## src/rtl/pipe_stage_buffer_pkg.sv

```systemverilog
// Shared constants and types for the pipeline stage registers of the five-stage CPU.
// Holds the stall-bit map and the per-cycle decision encoding.
package pipe_stage_buffer_pkg;

    localparam int STALL_PC  = 0;
    localparam int STALL_IF  = 1;
    localparam int STALL_ID  = 2;
    localparam int STALL_EX  = 3;
    localparam int STALL_MEM = 4;
    localparam int STALL_WB  = 5;

    localparam logic ENABLE  = 1'b1;
    localparam logic DISABLE = 1'b0;

    localparam int SIGNAL_BUS = 64;

    typedef enum logic [2:0] {
        DEC_RESET   = 3'd0,
        DEC_FLUSH   = 3'd1,
        DEC_BUBBLE  = 3'd2,
        DEC_ADVANCE = 3'd3,
        DEC_HOLD    = 3'd4
    } stage_decision_e;

    // Priority: reset, flush, bubble (up && !dn), advance (!up), hold (up && dn).
    function automatic stage_decision_e pick_decision(
        input logic reset_i,
        input logic flush_i,
        input logic up_i,
        input logic dn_i
    );
        stage_decision_e dec;
        if (reset_i == ENABLE) begin
            dec = DEC_RESET;
        end else if (flush_i == ENABLE) begin
            dec = DEC_FLUSH;
        end else if ((up_i == ENABLE) && (dn_i == DISABLE)) begin
            dec = DEC_BUBBLE;
        end else if (up_i == DISABLE) begin
            dec = DEC_ADVANCE;
        end else begin
            dec = DEC_HOLD;
        end
        return dec;
    endfunction

endpackage

```

## src/rtl/pipe_stage_buffer_sat_counter.sv

```systemverilog
// Saturating event counter: sticks at all-ones, clear beats increment, reset beats both.
module sat_counter #(
    parameter int WIDTH = 16
) (
    input  logic             clock,
    input  logic             reset,
    input  logic             clear,
    input  logic             inc,
    output logic [WIDTH-1:0] count
);

    localparam logic [WIDTH-1:0] COUNT_MAX = {WIDTH{1'b1}};

    logic [WIDTH-1:0] count_d;
    logic [WIDTH-1:0] count_q;

    // next-count selection: clear, saturating increment or keep
    always_comb begin
        count_d = count_q;
        if (clear == 1'b1) begin
            count_d = {WIDTH{1'b0}};
        end else if ((inc == 1'b1) && (count_q != COUNT_MAX)) begin
            count_d = count_q + WIDTH'(1);
        end else begin
            count_d = count_q;
        end
    end

    // counter register
    always_ff @(posedge clock) begin
        if (reset) begin
            count_q <= {WIDTH{1'b0}};
        end else begin
            count_q <= count_d;
        end
    end

    assign count = count_q;

endmodule

```

## src/rtl/pipe_stage_buffer.sv

```systemverilog
// Inter-stage pipeline register with flush/bubble/advance/hold control, valid bit
// and saturating hold/bubble/flush performance counters.
module pipe_stage_buffer
    import pipe_stage_buffer_pkg::*;
#(
    parameter int                    DATA_WIDTH   = SIGNAL_BUS,
    parameter int                    STALL_WIDTH  = 6,
    parameter int                    STAGE        = STALL_IF,
    parameter logic [DATA_WIDTH-1:0] BUBBLE_VALUE = {DATA_WIDTH{1'b0}},
    parameter int                    COUNT_WIDTH  = 16
) (
    input  logic                   clock,
    input  logic                   reset,
    input  logic [STALL_WIDTH-1:0] stall,
    input  logic                   flush,
    input  logic [DATA_WIDTH-1:0]  in_data,
    input  logic                   in_valid,
    output logic [DATA_WIDTH-1:0]  out_data,
    output logic                   out_valid,
    input  logic                   clear_counters,
    output logic [COUNT_WIDTH-1:0] hold_count,
    output logic [COUNT_WIDTH-1:0] bubble_count,
    output logic [COUNT_WIDTH-1:0] flush_count
);

    localparam int DN_BIT = STAGE + 1;

    if ((STAGE < 0) || (DN_BIT >= STALL_WIDTH)) begin : g_bad_stage
        $fatal(1, "pipe_stage_buffer: STAGE+1 must be below STALL_WIDTH");
    end

    stage_decision_e       decision_s;
    logic                  up_s;
    logic                  dn_s;
    logic [DATA_WIDTH-1:0] data_d;
    logic [DATA_WIDTH-1:0] data_q;
    logic                  valid_d;
    logic                  valid_q;
    logic                  hold_inc_s;
    logic                  bubble_inc_s;
    logic                  flush_inc_s;

    // per-cycle decision and next payload/valid
    always_comb begin
        up_s       = stall[STAGE];
        dn_s       = stall[DN_BIT];
        decision_s = pick_decision(reset, flush, up_s, dn_s);
        data_d     = data_q;
        valid_d    = valid_q;
        case (decision_s)
            DEC_RESET, DEC_FLUSH, DEC_BUBBLE: begin
                data_d  = BUBBLE_VALUE;
                valid_d = DISABLE;
            end
            DEC_ADVANCE: begin
                data_d  = in_data;
                valid_d = in_valid;
            end
            DEC_HOLD: begin
                data_d  = data_q;
                valid_d = valid_q;
            end
            default: begin
                data_d  = BUBBLE_VALUE;
                valid_d = DISABLE;
            end
        endcase
    end

    // Holds and flushes only count when they concern a real instruction.
    always_comb begin
        hold_inc_s   = (decision_s == DEC_HOLD)   && (valid_q == ENABLE);
        bubble_inc_s = (decision_s == DEC_BUBBLE);
        flush_inc_s  = (decision_s == DEC_FLUSH)  && (valid_q == ENABLE);
    end

    // payload and valid registers
    always_ff @(posedge clock) begin
        data_q  <= data_d;
        valid_q <= valid_d;
    end

    sat_counter #(.WIDTH(COUNT_WIDTH)) u_hold_counter (
        .clock (clock),
        .reset (reset),
        .clear (clear_counters),
        .inc   (hold_inc_s),
        .count (hold_count)
    );

    sat_counter #(.WIDTH(COUNT_WIDTH)) u_bubble_counter (
        .clock (clock),
        .reset (reset),
        .clear (clear_counters),
        .inc   (bubble_inc_s),
        .count (bubble_count)
    );

    sat_counter #(.WIDTH(COUNT_WIDTH)) u_flush_counter (
        .clock (clock),
        .reset (reset),
        .clear (clear_counters),
        .inc   (flush_inc_s),
        .count (flush_count)
    );

    assign out_data  = data_q;
    assign out_valid = valid_q;

endmodule

```

## config.mk

```make
export PLATFORM = sky130hd
export DESIGN_NAME = pipe_stage_buffer
export DESIGN_NICKNAME = d
export VERILOG_FILES = /design/src/rtl/pipe_stage_buffer_pkg.sv /design/src/rtl/pipe_stage_buffer_sat_counter.sv /design/src/rtl/pipe_stage_buffer.sv
export SDC_FILE = /design/constraint.sdc
export NUM_CORES = 1
export LEC_CHECK = 0
export ABC_AREA = 1
export CAP_MARGIN = 20
export CORE_AREA = 2 2 122 124
export DETAILED_ROUTE_END_ITERATION = 16
export DIE_AREA = 0 0 124 126
export GPL_TIMING_DRIVEN = 0
export PLACE_DENSITY = 0.76
export SKIP_CTS_REPAIR_TIMING = 1
export SYNTH_ARGS = -nofsm -noshare
export SYNTH_HDL_FRONTEND = slang
export SYNTH_HIERARCHICAL = 1
export SYNTH_SLANG_ARGS = --single-unit
```

## constraint.sdc

```tcl
create_clock -name clock -period 3.8 [get_ports clock]
set_input_delay 1.14 -clock clock [delete_from_list [all_inputs] [get_ports clock]]
set_output_delay 1.14 -clock clock [all_outputs]
set_load 0.02 [all_outputs]
```

== Word level (Yosys, flattened, before mapping) ==
Cells that the tools add are included.

* Flip-flop bits (word level): 113
* Bits of input ports: 75
* Output and inout bits: 113
* Word-level logic and storage cells: 29

* $add $sub $neg: 3
* Equality and inequality tests: 7
* Mux-type cells: 6
* Bitwise gates (word level): 1
* Reduce and logical (&&, ||, !) cells: 7

{| class="wikitable"
|+ Operator list
! kind !! count
|-
| $pmux 64 s2 || 1
|-
| $add 16x1->16 const B || 3
|-
| $ne 16x16->1 const B || 3
|-
| $mux 3 || 4
|-
| $eq 3x2->1 const B || 2
|-
| $logic_and 1x1->1 || 6
|-
| $eq 3x1->1 const B || 1
|-
| $eq 3x3->1 const B || 1
|-
| $pmux 1 s2 || 1
|-
| $reduce_or 2->1 || 1
|-
| $not 1->1 || 1
|}

== Longest topological paths before layout ==
Gate-level depths: netlist of the first run.

* Depth after elaboration: 8
* Mapped depth: 11
* Mapped depth without buffers: 11

== Hierarchy ==
The synthesis of the first run kept the hierarchy.

{| class="wikitable"
|+ By module, submodules not included
! module !! instances !! cells an instance !! area an instance (um^2) !! seq. area each (um^2)
|-
| sat_counter || 3 || 156 || 1004.7 || 320.3
|-
| pipe_stage_buffer || 1 || 214 || 2979.1 || 1951.9
|}

== Least setup slack after synthesis of the first run ==
Ideal clock, no wire load.

* Kind: input to register
* From: input port flush
* To: register u_hold_counter.count_q[14] (netlist: u_hold_counter/count[14])
* Library setup time: 0.115 ns
* Arrival: 3.708 ns
* Data required time: 3.685 ns
* Setup slack: -0.023 ns
* Cell stages on the path: 10
* Path buffers: 0
* Path through: nor2_2 -> nand2_1 -> nor2_1 -> inv_2 -> nor2_1 -> nand2_1 -> nor2_1 -> nand3_1 -> nand2_1 -> nor2_1

* Word-level cells in the longest chain between the ends: 5

{| class="wikitable"
|+ Ends and longest elaborated chain
! what !! line !! RTL
|-
| start: declaration || pipe_stage_buffer.sv:15 || <nowiki>input logic flush,</nowiki>
|-
| $mux 3 || pipe_stage_buffer_pkg.sv:35 || <nowiki>end else if (flush_i == ENABLE) begin</nowiki>
|-
| $mux 3 || pipe_stage_buffer_pkg.sv:33 || <nowiki>if (reset_i == ENABLE) begin</nowiki>
|-
| $eq 3x3->1 || pipe_stage_buffer.sv:72 || <nowiki>hold_inc_s = (decision_s == DEC_HOLD) && (valid_q == ENABLE);</nowiki>
|-
| $logic_and 1x1->1 || pipe_stage_buffer.sv:72 ||
|-
| via hold_inc_s || pipe_stage_buffer.sv:39 || <nowiki>logic hold_inc_s;</nowiki>
|-
| $logic_and 1x1->1 || pipe_stage_buffer_sat_counter.sv:22 || <nowiki>end else if ((inc == 1'b1) && (count_q != COUNT_MAX)) begin</nowiki>
|-
| end signal: assignment || pipe_stage_buffer_sat_counter.sv:32 || <nowiki>count_q <= {WIDTH{1'b0}};</nowiki>
|-
| end signal: assignment || pipe_stage_buffer_sat_counter.sv:34 || <nowiki>count_q <= count_d;</nowiki>
|-
| end: declaration || pipe_stage_buffer_sat_counter.sv:15 || <nowiki>logic [WIDTH-1:0] count_q;</nowiki>
|}

The timed path passes the listed nets, and every way through them passes these cells.
A chain may end at the register's enable or synchronous reset.

== Worst setup path in the final report of the first run ==
* From: input port reset
* To: register u_hold_counter.count_q[14] (netlist: u_hold_counter/count[14])

* Word-level cells in the longest chain between the ends: 4
* Elaborated cells between the ends (all ways): 5
* Those cells by class: eq/ne (1); mux (1); reduce/logical (3)

{| class="wikitable"
|+ Ends and longest elaborated chain
! what !! line !! RTL
|-
| start: declaration || pipe_stage_buffer.sv:13 || <nowiki>input logic reset,</nowiki>
|-
| $mux 3 || pipe_stage_buffer_pkg.sv:33 ||
|-
| $eq 3x3->1 || pipe_stage_buffer.sv:72 ||
|-
| $logic_and 1x1->1 || pipe_stage_buffer.sv:72 ||
|-
| via hold_inc_s || pipe_stage_buffer.sv:39 ||
|-
| $logic_and 1x1->1 || pipe_stage_buffer_sat_counter.sv:22 ||
|}

The timed path passes the listed nets, and every way through them passes these cells.

==> metrics.log, run 1 <==
[metrics] worst slew margin relative to its limit: 59.1%
[metrics] total net switching power: 0.738 mW
[metrics] share of the yosys chip area belonging to registers: 48.6%
[metrics] most common flop cell mapped by yosys: sky130_fd_sc_hd__edfxtp_1
[metrics] total wire length after detailed routing: 14.2 mm
[metrics] mean instance size in the synthesized netlist: 8.79 um^2
[metrics] area growth from synthesis to final layout: 44.6%
[metrics] net count reported at finish: 962
[metrics] initial antenna violation count: 0
[metrics] Static Leak: 3.52 nW
[metrics] RR Startpoint: out_valid
[metrics] post-route minimum period: 3.32 ns
[metrics] grt total ovfl: 0
[metrics] data arrival time of the critical path: 3.63 ns
[metrics] detailed-routing iteration count for the pre-antenna-repair pass: 4
[metrics] critical path class: input port to register
[metrics] proportion of synthesized flip-flops having asynchronous set or reset: 0%
[metrics] endpoint of the most critical setup path: u_hold_counter/count[14]
[metrics] post-route antenna net violation count: 0
[metrics] post-synth top area share: 32.6%
[metrics] nature of the critical path endpoint: register
[metrics] overall power: 3.25 mW
[metrics] number of buffers between clock root and the deepest sink: 2
[metrics] Gate power share: 9.6%
[metrics] Yosys warnings: 6
[metrics] top post-synthesis cells by count: sky130_fd_sc_hd__nand2_1 (134), sky130_fd_sc_hd__nor2_1 (132), sky130_fd_sc_hd__inv_1 (113)
[metrics] data required time of the worst path: 4.11 ns
[metrics] path depth of the worst reg2reg path: 9
[metrics] routed wirelength normalized by instance count: 13.2 um
[metrics] count of unique library cells instantiated by Yosys: 23
[metrics] Hold Vio Cnt, Final: 0
[metrics] internal cell power: 2.51 mW
[metrics] share of total power in the clock network: 49.2%
[metrics] gp weighted congestion: 0.867
[metrics] Critical Path Source: reset
[metrics] summed instance area of the synthesized netlist: 0.00599 mm^2
[metrics] count of pins over their slew limit: 0
[metrics] Rows: 44
[metrics] CTS buffer count: 17
[metrics] worst hold slack: 0.523 ns
[metrics] wire length of the first global-routing pass: 23.2 mm
[metrics] post-synthesis cell count: 682
[metrics] CTS tree: yes
[metrics] I/O pin count: 188
[metrics] count of filler cells inserted in the layout: 1231
[metrics] Switching Fraction: 22.7%
[metrics] upper clock frequency limit: 301 MHz
[metrics] Worst Max-Slew Pin Slew: 0.612 ns
[metrics] count of input and output buffers: 183
[metrics] area of the die: 0.0156 mm^2
[metrics] area leader, netlist: sky130_fd_sc_hd__edfxtp_1
[metrics] core box area: 0.0143 mm^2
[metrics] worst clock skew: 0.00681 ns
[metrics] Clock H-tree levels: 4
[metrics] CTS sink count: 113
[metrics] share of cells above drive strength 1: 16.1%
[metrics] final clock period utilization by the worst path: 87.4%
[metrics] cell at the root of the clock tree: sky130_fd_sc_hd__clkbuf_16
[metrics] remaining routing DRC violations: 0
[metrics] reg2reg setup slack: 1.98 ns
[metrics] via count: 4899
[metrics] synthesized net count: 760
[metrics] clock slew at reported path FFs: 0.05 ns
[metrics] endpoints failing setup: 0
[metrics] nature of the critical path startpoint: input port
[metrics] via count of the first global-routing pass: 4662
[metrics] HPWL Detailed: 10.7 mm
[metrics] Die Span X: 124 um
[metrics] dominant cell by count in the synthesized netlist: sky130_fd_sc_hd__nand2_1
[metrics] ranking of synthesized cells by area: sky130_fd_sc_hd__edfxtp_1 (33%), sky130_fd_sc_hd__dfxtp_1 (16%), sky130_fd_sc_hd__nor2_4 (12%)
[metrics] max-cap violations: 0
[metrics] height of the die: 126 um
[metrics] setup TNS after final layout: 0 ns
[metrics] Pwr per Cell Area: 375 mW/mm^2
[metrics] flip-flop and latch count after synthesis: 113
[metrics] critical-path maximum fanout: 66
[metrics] worst vdd rail ir drop: 0.262 mV
[metrics] worst min path class: register to register
[metrics] reg-to-reg endpoint: u_flush_counter/count[14]
[metrics] global-route usage over all layers: 19.5%
[metrics] clock latency on the worst-skew pair: 0.41 ns
[metrics] RSZ-0062 raised after global routing: no
[metrics] n_diodes: 0
[metrics] Iter 0 DRT Violations: 220
[metrics] result of the run: finished clean
[metrics] pin count of the biggest net entering global routing: 67
[metrics] via/cell ratio: 4.53
[metrics] sequential power share: 41.2%
[metrics] Initial Util: 41.9%
[metrics] EDFF count, synth: 65
## cell type report
| type | count | area [um^2] | area share [%] |
|---|---|---|---|
| flip-flops and latches | 113 | 2910 | 33.6 |
| multi-input cells | 440 | 2480 | 28.6 |
| repair buffers | 183 | 1830 | 21.1 |
| inverters | 116 | 435 | 5.02 |
| clock buffers | 18 | 429 | 4.95 |
| well taps | 184 | 230 | 2.66 |
| plain buffers | 13 | 184 | 2.12 |
| clock inverters | 14 | 166 | 1.92 |
## registers in the layout, indices dropped and copies added (netlist names)
register                flops
out_data                   64
out_valid                   1
u_bubble_counter/count     16
u_hold_counter/count       16
u_flush_counter/count      16
## critical path: stages
cell                              delay [ns]
sky130_fd_sc_hd__clkdlybuf4s50_1        0.50
sky130_fd_sc_hd__nor2_2                 0.32
sky130_fd_sc_hd__nand2_8                0.35
sky130_fd_sc_hd__nor2_1                 0.44
sky130_fd_sc_hd__inv_2                  0.12
sky130_fd_sc_hd__nor2_1                 0.25
sky130_fd_sc_hd__nand2_1                0.14
sky130_fd_sc_hd__nor2_1                 0.17
sky130_fd_sc_hd__nand3_1                0.09
sky130_fd_sc_hd__nand2_1                0.06
sky130_fd_sc_hd__nor2_1                 0.03
## power by group through the flow
stage	combinational (mW)	clock (mW)	sequential (mW)
final	0.310	1.60	1.34
after CTS	0.314	1.63	1.34
after detailed placement	0.311	0	1.36
after global routing	0.332	1.68	1.34
after floorplan	0.0972	0	1.41
after global placement	0.307	0	1.36
## per-layer routing
layer | wire (um) | GRT usage [%] | vias up | part of all wire (%)
li1 | - | - | 2505 | -
met1 | 5580 | 22.4 | 2215 | 39
met2 | 6990 | 31.6 | 153 | 49
met3 | 1410 | 9.06 | 26 | 9.9
met4 | 272 | 7.07 | 0 | 1.9
met5 | 0 | 0 | - | 0
## stage by stage
step           std cells  utilization (%)  setup slack (ns)  area (um^2)
2_1_floorplan        682                -             0.627         6000
3_3_place_gp        1049             56.3            -0.653         8060
3_5_place_dp        1049             56.3            -0.149         8060
4_1_cts             1081             60.5             0.247         8660
5_1_grt             1081             60.6             0.202         8670
6_report            1081             60.6             0.477         8670
## logic make-up (layout without fill, tap and decap cells)
logic type	Yosys count	count (layout)	synth area share, %
simple gates	410	410	38.2
flops	113	113	48.6
fa+ha+maj	3	3	0.626
buf+inv	129	344	10.3
compound gates	27	27	2.25
## cell usage in the layout (no fill, tap or decap), types with 17 or more instances in the layout
cell / count
sky130_fd_sc_hd__clkbuf_16: 17
sky130_fd_sc_hd__nand3_1: 39
sky130_fd_sc_hd__nor2_1: 132
sky130_fd_sc_hd__inv_1: 113
sky130_fd_sc_hd__dfxtp_1: 48
sky130_fd_sc_hd__nand2_1: 133
sky130_fd_sc_hd__clkdlybuf4s50_1: 183
sky130_fd_sc_hd__edfxtp_1: 65
sky130_fd_sc_hd__a21oi_1: 21
sky130_fd_sc_hd__nor2_4: 62
## worst min-delay path by stage
stage,start,slack (ns),depth (start not counted),endpoint
detailed placement,u_hold_counter/count[1],0.51,2,u_hold_counter/count[1]
CTS,u_hold_counter/count[1],0.52,2,u_hold_counter/count[1]
finish,u_hold_counter/count[1],0.52,2,u_hold_counter/count[1]
floorplan,u_bubble_counter/count[1],0.58,2,u_bubble_counter/count[1]
global placement,u_hold_counter/count[1],0.51,2,u_hold_counter/count[1]
global route,u_hold_counter/count[1],0.56,2,u_hold_counter/count[1]
No activity file was read; power rests on OpenSTA's default activity.
==> run 2, diff against run 1 <==
==> constraint.sdc (replaced) <==
create_clock -name clock -period 3.8 [get_ports clock]
set_input_delay 0.76 -clock clock [delete_from_list [all_inputs] [get_ports clock]]
set_output_delay 0.76 -clock clock [all_outputs]
set_load 0.02 [all_outputs]
==> metrics.log, run 2 (synthesized netlist as in run 1, its figures left out) <==
[metrics] result of the run: finished clean
[metrics] wire length of the first global-routing pass: 22.6 mm (-2.5%)
[metrics] post-placement cell area: 0.00806 mm^2 (unchanged)
[metrics] pin count of the biggest net entering global routing: 67 (unchanged)
[metrics] RSZ-0062 raised after global routing: no
[metrics] critical-path maximum fanout: 66 (unchanged)
[metrics] most common library cell in the layout ignoring fill and taps: sky130_fd_sc_hd__clkdlybuf4s50_1
[metrics] share of total power in the clock network: 50.4% (+1.2 points)
[metrics] nature of the critical path endpoint: register
[metrics] number of flip-flops in the largest register: 64 (unchanged)
[metrics] Pwr per Cell Area: 382 mW/mm^2 (+2.1%)
[metrics] CTS sink count: 113 (unchanged)
[metrics] n_diodes: 0 (unchanged)
[metrics] Critical Path Source: reset
[metrics] Rows: 44 (unchanged)
[metrics] standard cell with the maximum stage delay on the critical path: sky130_fd_sc_hd__nand2_4
[metrics] series of cell instances along the critical path: clkdlybuf4s50_1 -> nor2_2 -> nand2_4 -> nor2_1 -> inv_2 -> nor2_1 -> nand2_1 -> nor2_1 -> nand3_1 -> nand2_1 -> nor2_1
[metrics] Initial Util: 41.9% (unchanged)
[metrics] CTS buffer count: 17 (unchanged)
[metrics] gp weighted congestion: 0.840 (-3.1%)
[metrics] RR Startpoint: out_valid
[metrics] global-route usage over all layers: 19.1% (-0.42 points)
[metrics] total net switching power: 0.740 mW (+0.29%)
[metrics] worst clock skew: 0.00699 ns (+0.000179 ns)
[metrics] endpoints failing setup: 0 (unchanged)
[metrics] via/cell ratio: 4.59 (+1.2%)
[metrics] critical path class: input port to register
[metrics] count of pins over their slew limit: 0 (unchanged)
[metrics] total wire length after detailed routing: 14.2 mm (-0.11%)
[metrics] clock slew at reported path FFs: 0.05 ns (about the same)
[metrics] worst min path class: register to register
[metrics] area growth from synthesis to final layout: 44.8%
[metrics] HPWL Detailed: 10.7 mm (about the same)
[metrics] area of the die: 0.0156 mm^2 (unchanged)
[metrics] setup slack of the critical path after layout: 0.580 ns (+0.103 ns)
[metrics] Iter 0 DRT Violations: 365 (+66%)
[metrics] share of cells above drive strength 1: 16.2% (+0.11 points)
[metrics] Switching Fraction: 22.3% (-0.44 points)
[metrics] sequential power share: 40.3% (-0.9 points)
[metrics] final clock period utilization by the worst path: 84.7% (-2.7 points)
[metrics] count of input and output buffers: 183 (unchanged)
[metrics] worst hold slack: 0.529 ns (+0.00658 ns)
[metrics] commonest cells after routing, fill and taps aside: sky130_fd_sc_hd__clkdlybuf4s50_1 (183), sky130_fd_sc_hd__nand2_1 (133), sky130_fd_sc_hd__nor2_1 (132), sky130_fd_sc_hd__inv_1 (113), sky130_fd_sc_hd__edfxtp_1 (65)
[metrics] post-route minimum period: 3.22 ns (-0.103 ns)
[metrics] net count reported at finish: 962 (unchanged)
[metrics] post-route antenna net violation count: 0 (unchanged)
[metrics] via count: 4958 (+1.2%)
[metrics] Static Leak: 3.54 nW (+0.60%)
[metrics] number of buffers between clock root and the deepest sink: 2 (unchanged)
[metrics] via count of the first global-routing pass: 4703 (+0.88%)
[metrics] reg-to-reg endpoint: u_flush_counter/count[14]
[metrics] I/O pin count: 188 (unchanged)
[metrics] endpoint of the most critical setup path: u_hold_counter/count[14]
[metrics] library cell appearing most often on the critical path: sky130_fd_sc_hd__nor2_1
[metrics] setup TNS after final layout: 0 ns (unchanged)
[metrics] total stage count of the critical path: 11 (unchanged)
[metrics] final core utilization: 60.6% (+0.096 points)
[metrics] core box area: 0.0143 mm^2 (unchanged)
[metrics] worst slew margin relative to its limit: 40.7% (-18 points)
[metrics] pre-CTS setup slack: 0.158 ns (+0.307 ns)
[metrics] CTS tree: yes
[metrics] cell at the root of the clock tree: sky130_fd_sc_hd__clkbuf_16
[metrics] clock latency on the worst-skew pair: 0.41 ns (about the same)
[metrics] worst vdd rail ir drop: 0.371 mV (+42%)
[metrics] path depth of the worst reg2reg path: 9 (unchanged)
[metrics] sum of buffers and inverters on the critical path: 2 (unchanged)
[metrics] remaining routing DRC violations: 0 (unchanged)
[metrics] Worst Max-Slew Pin Slew: 0.889 ns (+0.277 ns)
[metrics] slowest cell delay on critical path: 0.54 ns (+0.04 ns)
[metrics] height of the die: 126 um (unchanged)
[metrics] reg2reg setup slack: 1.98 ns (about the same)
[metrics] category of cells accounting for the largest share of critical-path delay: simple AND/OR/NAND/NOR gates
[metrics] grt total ovfl: 0 (unchanged)
[metrics] Hold Vio Cnt, Final: 0 (unchanged)
[metrics] Clock H-tree levels: 4 (unchanged)
[metrics] Gate power share: 9.3% (-0.3 points)
[metrics] routed wirelength normalized by instance count: 13.2 um (-0.11%)
[metrics] cell area after layout: 0.00868 mm^2 (+0.16%)
[metrics] initial antenna violation count: 1 (+1)
[metrics] data arrival time of the critical path: 3.52 ns (-0.11 ns)
[metrics] Die Span X: 124 um (unchanged)
[metrics] data required time of the worst path: 4.10 ns (about the same)
[metrics] nature of the critical path startpoint: input port
[metrics] internal cell power: 2.58 mW (+2.9%)
[metrics] detailed-routing iteration count for the pre-antenna-repair pass: 5 (+1)
[metrics] max-cap violations: 0 (unchanged)
[metrics] upper clock frequency limit: 311 MHz (+3.2%)
-- run 2: cell count changes in the layout (fill, tap and decap cells not counted) --
| cell | before | now |
|---|---|---|
| sky130_fd_sc_hd__clkbuf_1 | 1 | 2 |
| sky130_fd_sc_hd__clkinv_4 | 4 | 1 |
| sky130_fd_sc_hd__clkinv_1 | 3 | 1 |
| sky130_fd_sc_hd__nand2_8 | 1 | 0 |
| sky130_fd_sc_hd__clkinv_2 | 0 | 1 |
| sky130_fd_sc_hd__nand2_4 | 6 | 7 |
| sky130_fd_sc_hd__inv_6 | 0 | 2 |
| sky130_fd_sc_hd__bufinv_16 | 3 | 4 |
-- run 2: cell type report --
type                       instances  area, um^2
clock inverter                    13         185
multi-input combinational        440        2470
buffer                            13         184
clock buffer                      19         433
timing repair buffer             183        1830
sequential                       113        2910
fill                            1202        5630
tap                              184         230
inverter                         116         435
-- run 2: metrics by stage --
stage | std cells | power, mW
2_1_floorplan | 682 | 1.51
3_3_place_gp | 1049 | 1.67
3_5_place_dp | 1049 | 1.68
4_1_cts | 1081 | 3.36
5_1_grt | 1081 | 3.43
6_report | 1081 | 3.32
-- run 2: metal layers --
layer	global-route usage, %	vias to the layer above	wire (um)
met3	10.6	20	1650
met4	6.94	2	206
li1	-	2514	-
met2	30.9	184	6830
met5	0	-	10
met1	20.8	2238	5540
-- run 2: power by group through the flow --
stage / clock network (mW) / registers [mW] / logic, mW
6_report: 1.67 / 1.34 / 0.309
5_1_grt: 1.75 / 1.34 / 0.332
4_1_cts: 1.71 / 1.34 / 0.313
3_5_place_dp: 0 / 1.36 / 0.312
3_3_place_gp: 0 / 1.36 / 0.307
2_1_floorplan: 0 / 1.41 / 0.0969
-- run 2: worst min path at each step --
stage / endpoint / cells after the start / from
detailed placement: u_flush_counter/count[1] / 2 / u_flush_counter/count[1]
CTS: u_flush_counter/count[1] / 2 / u_flush_counter/count[1]
global placement: u_bubble_counter/count[1] / 2 / u_bubble_counter/count[1]
floorplan: u_bubble_counter/count[1] / 2 / u_bubble_counter/count[1]
finish: u_hold_counter/count[14] / 2 / u_hold_counter/count[14]
global route: u_bubble_counter/count[1] / 2 / u_bubble_counter/count[1]
-- run 2: tightest hold or removal path, stage by stage, from the launching register on --
cell,delay (ns)
sky130_fd_sc_hd__dfxtp_1,0.33
sky130_fd_sc_hd__a21oi_1,0.11
sky130_fd_sc_hd__nor2_1,0.05
==> run 3, diff against run 2 <==
- clock period: 3.8 -> 2.65 ns (I/O delays scaled with it)
==> metrics.log, run 3 (synthesized netlist as in run 1, its figures left out) <==
[metrics] met2 capacity usage during global routing: 31.6% (+0.68 points)
[metrics] commonest cells after routing, fill and taps aside: sky130_fd_sc_hd__clkdlybuf4s50_1 (183), sky130_fd_sc_hd__nand2_1 (133), sky130_fd_sc_hd__nor2_1 (131), sky130_fd_sc_hd__inv_1 (113), sky130_fd_sc_hd__edfxtp_1 (65)
[metrics] core box area: 0.0143 mm^2 (unchanged)
[metrics] count of filler cells inserted in the layout: 1227 (+2.1%)
[metrics] met3 global-route usage: 9.06% (-1.6 points)
[metrics] count of input and output buffers: 183 (unchanged)
[metrics] routed wirelength normalized by instance count: 13.4 um (+2.1%)
[metrics] CTS buffer count: 17 (unchanged)
[metrics] Clock H-tree levels: 4 (unchanged)
[metrics] path depth of the worst reg2reg path: 9 (unchanged)
[metrics] Worst Max-Slew Pin Slew: 0.622 ns (-0.267 ns)
[metrics] Hold Vio Cnt, Final: 0 (unchanged)
[metrics] endpoints failing setup: 0 (unchanged)
[metrics] worst clock skew: 0.00661 ns (-0.000374 ns)
[metrics] via/cell ratio: 4.52 (-1.3%)
[metrics] CTS sink count: 113 (unchanged)
[metrics] Rows: 44 (unchanged)
[metrics] data required time of the worst path: 2.96 ns (-1.14 ns)
[metrics] worst min path class: register to register
[metrics] number of buffers between clock root and the deepest sink: 2 (unchanged)
[metrics] final clock period utilization by the worst path: 88.8%
[metrics] remaining routing DRC violations: 0 (unchanged)
[metrics] count of pins over their slew limit: 0 (unchanged)
[metrics] most congested layer reported by global routing: met2
[metrics] via count: 4896 (-1.3%)
[metrics] critical-path maximum fanout: 33 (-50%)
[metrics] max-cap violations: 0 (unchanged)
[metrics] Inst Count DP: 1049 (unchanged)
[metrics] clock slew at reported path FFs: 0.05 ns (about the same)
[metrics] RSZ-0062 raised after global routing: no
[metrics] reg2reg setup slack: 0.86 ns (-1.12 ns)
[metrics] Pwr per Cell Area: 536 mW/mm^2 (+40%)
[metrics] post-route minimum period: 2.35 ns
[metrics] Static Leak: 3.53 nW (-0.27%)
[metrics] height of the die: 126 um (unchanged)
[metrics] result of the run: finished clean
[metrics] share of cells above drive strength 1: 16.3% (+0.093 points)
[metrics] grt total ovfl: 0 (unchanged)
[metrics] detailed-routing iteration count for the pre-antenna-repair pass: 4 (-1)
[metrics] most common library cell in the layout ignoring fill and taps: sky130_fd_sc_hd__clkdlybuf4s50_1
[metrics] net count reported at finish: 963 (+0.10%)
[metrics] area growth from synthesis to final layout: 45.0%
[metrics] nature of the critical path endpoint: register
[metrics] critical path class: input port to register
[metrics] pin count of the biggest net entering global routing: 67 (unchanged)
[metrics] data arrival time of the critical path: 2.66 ns (-0.86 ns)
[metrics] global-route usage over all layers: 19.5% (+0.42 points)
[metrics] overall power: 4.66 mW (+40%)
[metrics] Layout Cells excl Fill: 1082 (+0.093%)
[metrics] worst vdd rail ir drop: 0.376 mV (+1.2%)
[metrics] gp weighted congestion: 0.867 (+3.2%)
[metrics] clock latency on the worst-skew pair: 0.42 ns (about the same)
[metrics] Worst Hold Endpoint: u_hold_counter/count[1]
[metrics] n_diodes: 0 (unchanged)
[metrics] wire length of the first global-routing pass: 23.2 mm (+2.6%)
[metrics] cell at the root of the clock tree: sky130_fd_sc_hd__clkbuf_16
[metrics] Die Span X: 124 um (unchanged)
[metrics] nature of the critical path startpoint: input port
[metrics] HPWL Detailed: 10.7 mm (about the same)
[metrics] CTS tree: yes
[metrics] post-route antenna net violation count: 0 (unchanged)
[metrics] hold wc startpoint: u_hold_counter/count[1]
[metrics] I/O pin count: 188 (unchanged)
[metrics] via count of the first global-routing pass: 4662 (-0.87%)
[metrics] area of the die: 0.0156 mm^2 (unchanged)
[metrics] worst hold slack: 0.523 ns (-0.00674 ns)
[metrics] initial antenna violation count: 0 (-1)
[metrics] total wire length after detailed routing: 14.5 mm (+2.2%)
[metrics] number of flip-flops in the largest register: 64 (unchanged)
[metrics] post-placement cell area: 0.00806 mm^2 (unchanged)
[metrics] worst slew margin relative to its limit: 58.4% (+18 points)
[metrics] RR Startpoint: out_valid
[metrics] Hold Path Stages: 2 (unchanged)
[metrics] reg-to-reg endpoint: u_flush_counter/count[14]
[metrics] cell area after layout: 0.00869 mm^2 (+0.12%)
[metrics] Initial Util: 41.9% (unchanged)
[metrics] Iter 0 DRT Violations: 203 (-44%)
[metrics] upper clock frequency limit: 425 MHz
[metrics] met1 track demand over resource in global routing: 22.4% (+1.6 points)
-- run 3: cell count changes in the layout (fill, tap and decap cells not counted), sizes merged --
cell    before  now
nand2      143  144
inv        118  116
clkbuf      19   18
clkinv       3    7
bufinv       4    3
-- run 3: worst max path at each step --
| stage | from | to | slack, ns |
|---|---|---|---|
| 2_1_floorplan | flush | u_hold_counter/count[14] | 0.09 |
| 3_3_place_gp | reset | u_hold_counter/count[14] | -1.19 |
| 3_5_place_dp | reset | u_hold_counter/count[14] | -0.69 |
| 4_1_cts | reset | u_hold_counter/count[14] | -0.29 |
| 5_1_grt | reset | u_bubble_counter/count[14] | 0.06 |
| 6_report | reset | u_hold_counter/count[14] | 0.30 |
-- run 3: through the flow --
stage	util, %	setup slack [ns]	setup TNS (ns)
after floorplan	-	0.0870	0
after global placement	56.3	-1.19	-27.63
after detailed placement	56.3	-0.689	-7.54
after CTS	60.5	-0.293	-1.69
after global routing	60.7	0.0568	0
final	60.7	0.296	0
-- run 3: final cells by class --
cell class	count	area, um^2	share of cell area [%]
well taps	184	230	2.65
inverters	116	435	5.01
flip-flops and latches	113	2910	33.5
plain buffers	13	184	2.12
clock inverters	14	166	1.91
repair buffers	183	1830	21.1
clock buffers	18	429	4.94
multi-input cells	441	2500	28.8
-- run 3: critical path, stage by stage --
cell	delay, ns
sky130_fd_sc_hd__clkdlybuf4s50_1	0.52
sky130_fd_sc_hd__nor2_4	0.28
sky130_fd_sc_hd__nand2_8	0.25
sky130_fd_sc_hd__nor2_4	0.23
sky130_fd_sc_hd__inv_2	0.08
sky130_fd_sc_hd__nor2_1	0.23
sky130_fd_sc_hd__nand2_1	0.14
sky130_fd_sc_hd__nor2_1	0.17
sky130_fd_sc_hd__nand3_1	0.09
sky130_fd_sc_hd__nand2_1	0.07
sky130_fd_sc_hd__nor2_1	0.03
-- run 3: where the power goes --
part,total [mW],internal (mW),switching (mW)
combinational,0.450,0.224,0.226
sequential,1.92,1.90,0.0150
clock,2.29,1.47,0.820
-- run 3: metal layers --
layer,up-vias,wire length (um)
met5,-,0
met4,0,244
met3,23,1390
met2,151,7160
met1,2216,5750
li1,2506,-
==> RTL edit 1, RTL diff (config.mk and constraints of run 3) <==
Put a register stage on the output `bubble_count`, without a reset. The value now appears one clock later. The other outputs are not delayed to match.
--- a/src/rtl/pipe_stage_buffer.sv
+++ b/src/rtl/pipe_stage_buffer.sv
@@ -24,6 +24,8 @@
 );
 
     localparam int DN_BIT = STAGE + 1;
+
+    logic [COUNT_WIDTH-1:0] bubble_count_d;
 
     if ((STAGE < 0) || (DN_BIT >= STALL_WIDTH)) begin : g_bad_stage
         $fatal(1, "pipe_stage_buffer: STAGE+1 must be below STALL_WIDTH");
@@ -93,7 +95,7 @@
         .reset (reset),
         .clear (clear_counters),
         .inc   (bubble_inc_s),
-        .count (bubble_count)
+        .count (bubble_count_d)
     );
 
     sat_counter #(.WIDTH(COUNT_WIDTH)) u_flush_counter (
@@ -107,5 +109,9 @@
     assign out_data  = data_q;
     assign out_valid = valid_q;
 
+    always_ff @(posedge clock) begin
+        bubble_count <= bubble_count_d;
+    end
+
 endmodule
 
Check against the original RTL: not equivalent (Yosys sat finds a counterexample within 4 cycles, from zero or initial values).
==> RTL edit 1 against run 3 <==
- sequential cell count is 16 higher
- first-iteration DRC count increased by 32%
- count of clock-buffer cells in the layout rose by 2
- total power up 8.7%
- non-clock buffer count is the same
- final area increased by 4.0%
- routed wire length decreased by 2.0%
- area after synthesis increased by 5.3%
- critical path depth did not move
- global-route usage is 0.70 points lower
- combinational power is 0.9% lower
- maximum frequency shrank 3.0%
- worst setup slack got worse by 0.073 ns
- critical endpoint unchanged
- largest power group unchanged
- highest routed layer unchanged
==> RTL edit 1: results (changes against run 3) <==
Cells and area
  • ClkCell Share: 6.95% (+0.094 points)
  • Multi-input gate share of total cell area: 27.6% (-1.2 points)
  • Layout Nets: 979 (+1.7%)
  • Post-Layout Cell Count: 1099 (+1.6%)
  • Layout cells sized above 1: 16.1% (-0.18 points)
  • Fill cells: 1163 (-5.2%)
  • Sequential Area: 3230 um^2 (+11%)
  • Antenna fix cells: 1 (+1)
  • Clock buffer cells: 20 (+2)
  • #MultiIn Comb: 441 (unchanged)

GRT
  • Global-route wire length before repair: 22.4 mm (-3.7%)
  • Vias in the first global route: 4661 (-0.021%)
  • Met2 Usage GRT: 30.7% (-0.84 points)
  • Initial antenna violation count: 1 (+1)
  • Met1 global-route usage: 21.7% (-0.71 points)
  • GRT Overall Usage: 18.8% (-0.70 points)
  • Met3 Track Usage GR: 8.24% (-0.82 points)

Power
  • Power Total: 5.06 mW (+8.7%)
  • Leakage: 3.69 nW (+4.5%)
  • Worst vdd rail ir drop: 432 uV (+15%)

Placed design
  • DP Worst Slack: -0.742 ns (-0.0525 ns)
  • RD Place Congestion: 0.861 (-0.77%)
  • Post-DP Area: 8380 um^2 (+4.0%)
  • Hpwl dp: 10.6 mm (-0.95%)

STA
  • Period utilisation layout: 91.6% (+2.8 points)
  • Worst Tran Pin Value: 0.623 ns (+0.00103 ns)
  • Hold slack: 0.384 ns (-0.139 ns)

Drt
  • Routed wire per std cell: 13.0 um (-3.6%)
  • Met2 wire length: 7.03 mm (-1.7%)
  • Routed wl met3: 1.27 mm (-8.7%)
  • Vias/cell: 4.49 (-0.68%)
  • M1 WL: 5.72 mm (-0.54%)
  • Initial drt markers: 267 (+32%)
  • Pre-antenna DRT Iters: 5 (+1)

Yosys
  • Synth area leaders: edfxtp_1 (31%), dfxtp_1 (20%), nor2_4 (11%)
  • Most frequent cells after synthesis: nand2_1 (134), nor2_1 (132), inv_1 (113), edfxtp_1 (65), dfxtp_1 (64)
  • Seq/Total Area, Yosys: 51.2% (+2.6 points)
  • Synth Instances: 698 (+2.3%)
  • Syn_nets: 776 (+2.1%)
  • #FFs+latches synth: 129 (+14%)

Worst hold path
  • WHS Endpoint: bubble_count[14]
  • Hold path start: u_bubble_counter/count[14]
  • Hold path depth: 0 (-2)

Critical path
  • WP data arrival: 2.73 ns (+0.07 ns)
  • Reg-to-reg slack, setup: 0.84 ns (-0.02 ns)

Status
  • Outcome: finished, final reports clean
==> RTL edit 1: cell count changes after synthesis, sizes merged <==
cell	before	now
dfxtp	48	64
==> RTL edit 1: worst max-delay path: cells and delay by family <==
family | cells | cell delay [ns]
AND/OR/NAND/NOR | 9 | 1.57
buffers and inverters | 2 | 0.60
==> RTL edit 1: cell families (layout without fill, tap and decap cells) <==
| kind of cell | after synthesis | count (layout) | share of synthesized area, % |
|---|---|---|---|
| adder cells (fa/ha/maj) | 3 | 3 | 0.595 |
| AO/OA/AOI/OAI | 27 | 27 | 2.14 |
| flip-flops | 129 | 129 | 51.2 |
| AND/OR/NAND/NOR | 410 | 411 | 36.2 |
| other | 0 | 1 | 0 |
| buffers and inverters | 129 | 344 | 9.81 |
==> RTL edit 1: where the power goes <==
| group | switching [mW] | internal, mW |
|---|---|---|
| logic | 0.222 | 0.224 |
| clock network | 0.827 | 1.63 |
| registers | 0.0147 | 2.14 |
| total | 1.06 | 4.00 |
==> RTL edit 2, RTL diff (settings of run 3) <==
Made on the original files. `ENABLE`: 1'b1 -> 1'b0.
--- a/src/rtl/pipe_stage_buffer_pkg.sv
+++ b/src/rtl/pipe_stage_buffer_pkg.sv
@@ -9,7 +9,7 @@
     localparam int STALL_MEM = 4;
     localparam int STALL_WB  = 5;
 
-    localparam logic ENABLE  = 1'b1;
+    localparam logic ENABLE  = 1'b0;
     localparam logic DISABLE = 1'b0;
 
     localparam int SIGNAL_BUS = 64;
Formal check against the unedited RTL: not equivalent (a bounded check fails within 4 cycles, from zero or initial values).
==> RTL edit 2 against run 3 <==
- total power grew 0.22%
- sequential cell count is the same
- final cell count shrank 0.37%
- first-iteration DRC count grew 8.4%
- register-to-register slack lost 0.35 ns
- die area is the same
- routed wire length shrank 0.65%
- final area is essentially flat
- area after synthesis shrank 0.21%
- worst setup slack lost 0.12 ns
- largest power group unchanged
==> RTL edit 2: results (changes against run 3) <==
Yosys
  • Count of flip-flops with a built-in enable after synthesis: 65 (unchanged)
  • Main synth FF type: edfxtp_1
  • Avg Synthesized Cell Area: 8.83 um^2 (+0.53%)
  • Synth area leaders: edfxtp_1 (33%), dfxtp_1 (16%), nor2_4 (12%)
  • Syn. warnings: 6 (unchanged)
  • Compound-gate portion of the synthesized area: 2.26% (+0.0047 points)
  • Syn_nets: 755 (-0.66%)
  • Most frequent cells after synthesis: nand2_1 (130), nor2_1 (130), inv_1 (111), edfxtp_1 (65), nor2_4 (62)
  • Adder-Cell Fraction of Synth Area: 0.628% (+0.0013 points)
  • Seq/Total Area, Yosys: 48.7% (+0.10 points)
  • Number of library cell types mapped by synthesis: 25 (+8.7%)

Critical path
  • CP startpoint: flush
  • Reg-to-reg slack, setup: 0.51 ns (-0.35 ns)
  • Crit-path max FO: 6 (-82%)
  • Setup CP Type: primary input to register
  • R2R cell count: 8 (-1)

Cells and area
  • Layout Nets: 959 (-0.42%)
  • Antenna fix cells: 0 (unchanged)
  • Largest register FFs: 64 (unchanged)
  • Layout cells sized above 1: 16.7% (+0.41 points)
  • Post-Layout Cell Count: 1078 (-0.37%)

Worst hold path
  • Min-Delay Path Class: register to register
  • Hold path start: u_hold_counter/count[1]
  • Hold path depth: 2 (unchanged)
  • WHS Endpoint: u_hold_counter/count[1]

Placed design
  • RD Place Congestion: 0.913 (+5.3%)
  • DP Worst Slack: -0.996 ns (-0.307 ns)
  • Hpwl dp: 10.5 mm (-2.2%)
  • Buffers on Ports: 183 (unchanged)
  • Post-DP Area: 8060 um^2 (about the same)
  • Cells after DPL: 1044 (-0.48%)

Status
  • Outcome: finished, final reports clean

GRT
  • Global-route wire length before repair: 22.2 mm (-4.5%)
  • Pin count of the biggest net entering global routing: 67 (unchanged)
  • Initial antenna violation count: 0 (unchanged)
  • Vias in the first global route: 4483 (-3.8%)
  • GRT Overall Usage: 18.6% (-0.88 points)

Power
  • P_comb: 0.454 mW (+0.9%)
  • Leakage: 3.54 nW (+0.32%)
  • Int Power: 3.61 mW (+0.23%)
  • Worst vdd rail ir drop: 449 uV (+20%)
  • Sw Pwr: 1.06 mW (+0.19%)
  • Clk pwr share: 49.0% (about the same)

STA
  • Clock skew: 0.0100 ns (+0.00339 ns)
  • Hold slack: 0.529 ns (+0.00632 ns)
  • Period utilisation layout: 93.3% (+4.4 points)
  • Worst Tran Pin Value: 0.880 ns (+0.258 ns)

Drt
  • Pre-antenna DRT Iters: 4 (unchanged)
  • Initial drt markers: 220 (+8.4%)
  • Routed wire per std cell: 13.4 um (-0.28%)
  • Vias/cell: 4.56 (+0.70%)

Clock tree
  • CTS clk-pin slew, worst paths: 0.06 ns
  • Worst skew pair latency: 0.41 ns
  • CTS max path bufs: 2 (unchanged)
  • H-tree depth: 4 (unchanged)
-- RTL edit 2: kinds of logic (layout without fill, tap and decap cells) --
logic type / count (synthesis) / after routing
AOI/OAI and AO/OA: 27 / 27
adders and majority gates: 3 / 3
buffers and inverters: 127 / 342
DFF: 113 / 113
and+or+nand+nor: 407 / 409
-- RTL edit 2: final cells by class --
type                    instances  area, um^2
clock inverters                14         166
fillers                      1226        5630
well taps                     184         230
clock buffers                  18         429
repair buffers                183        1840
multi-input cells             439        2500
flip-flops and latches        113        2910
plain buffers                  13         184
inverters                     114         428
-- RTL edit 2: metal layers --
layer,up-vias,global-route usage [%],part of all wire (%)
met5,-,0,0
met4,0,6.68,1.5
li1,2508,-,-
met1,2269,21.7,41
met2,119,30.6,51
met3,16,7.61,6.4
-- RTL edit 2: critical path: stages --
cell and delay, ns:
clkdlybuf4s50_1 0.62, nor3b_1 0.76, inv_2 0.14, nor2_1 0.24, nand2_1 0.12, nor2_1 0.18, nand3_1 0.09, nand2_1 0.06
nor2_1 0.03
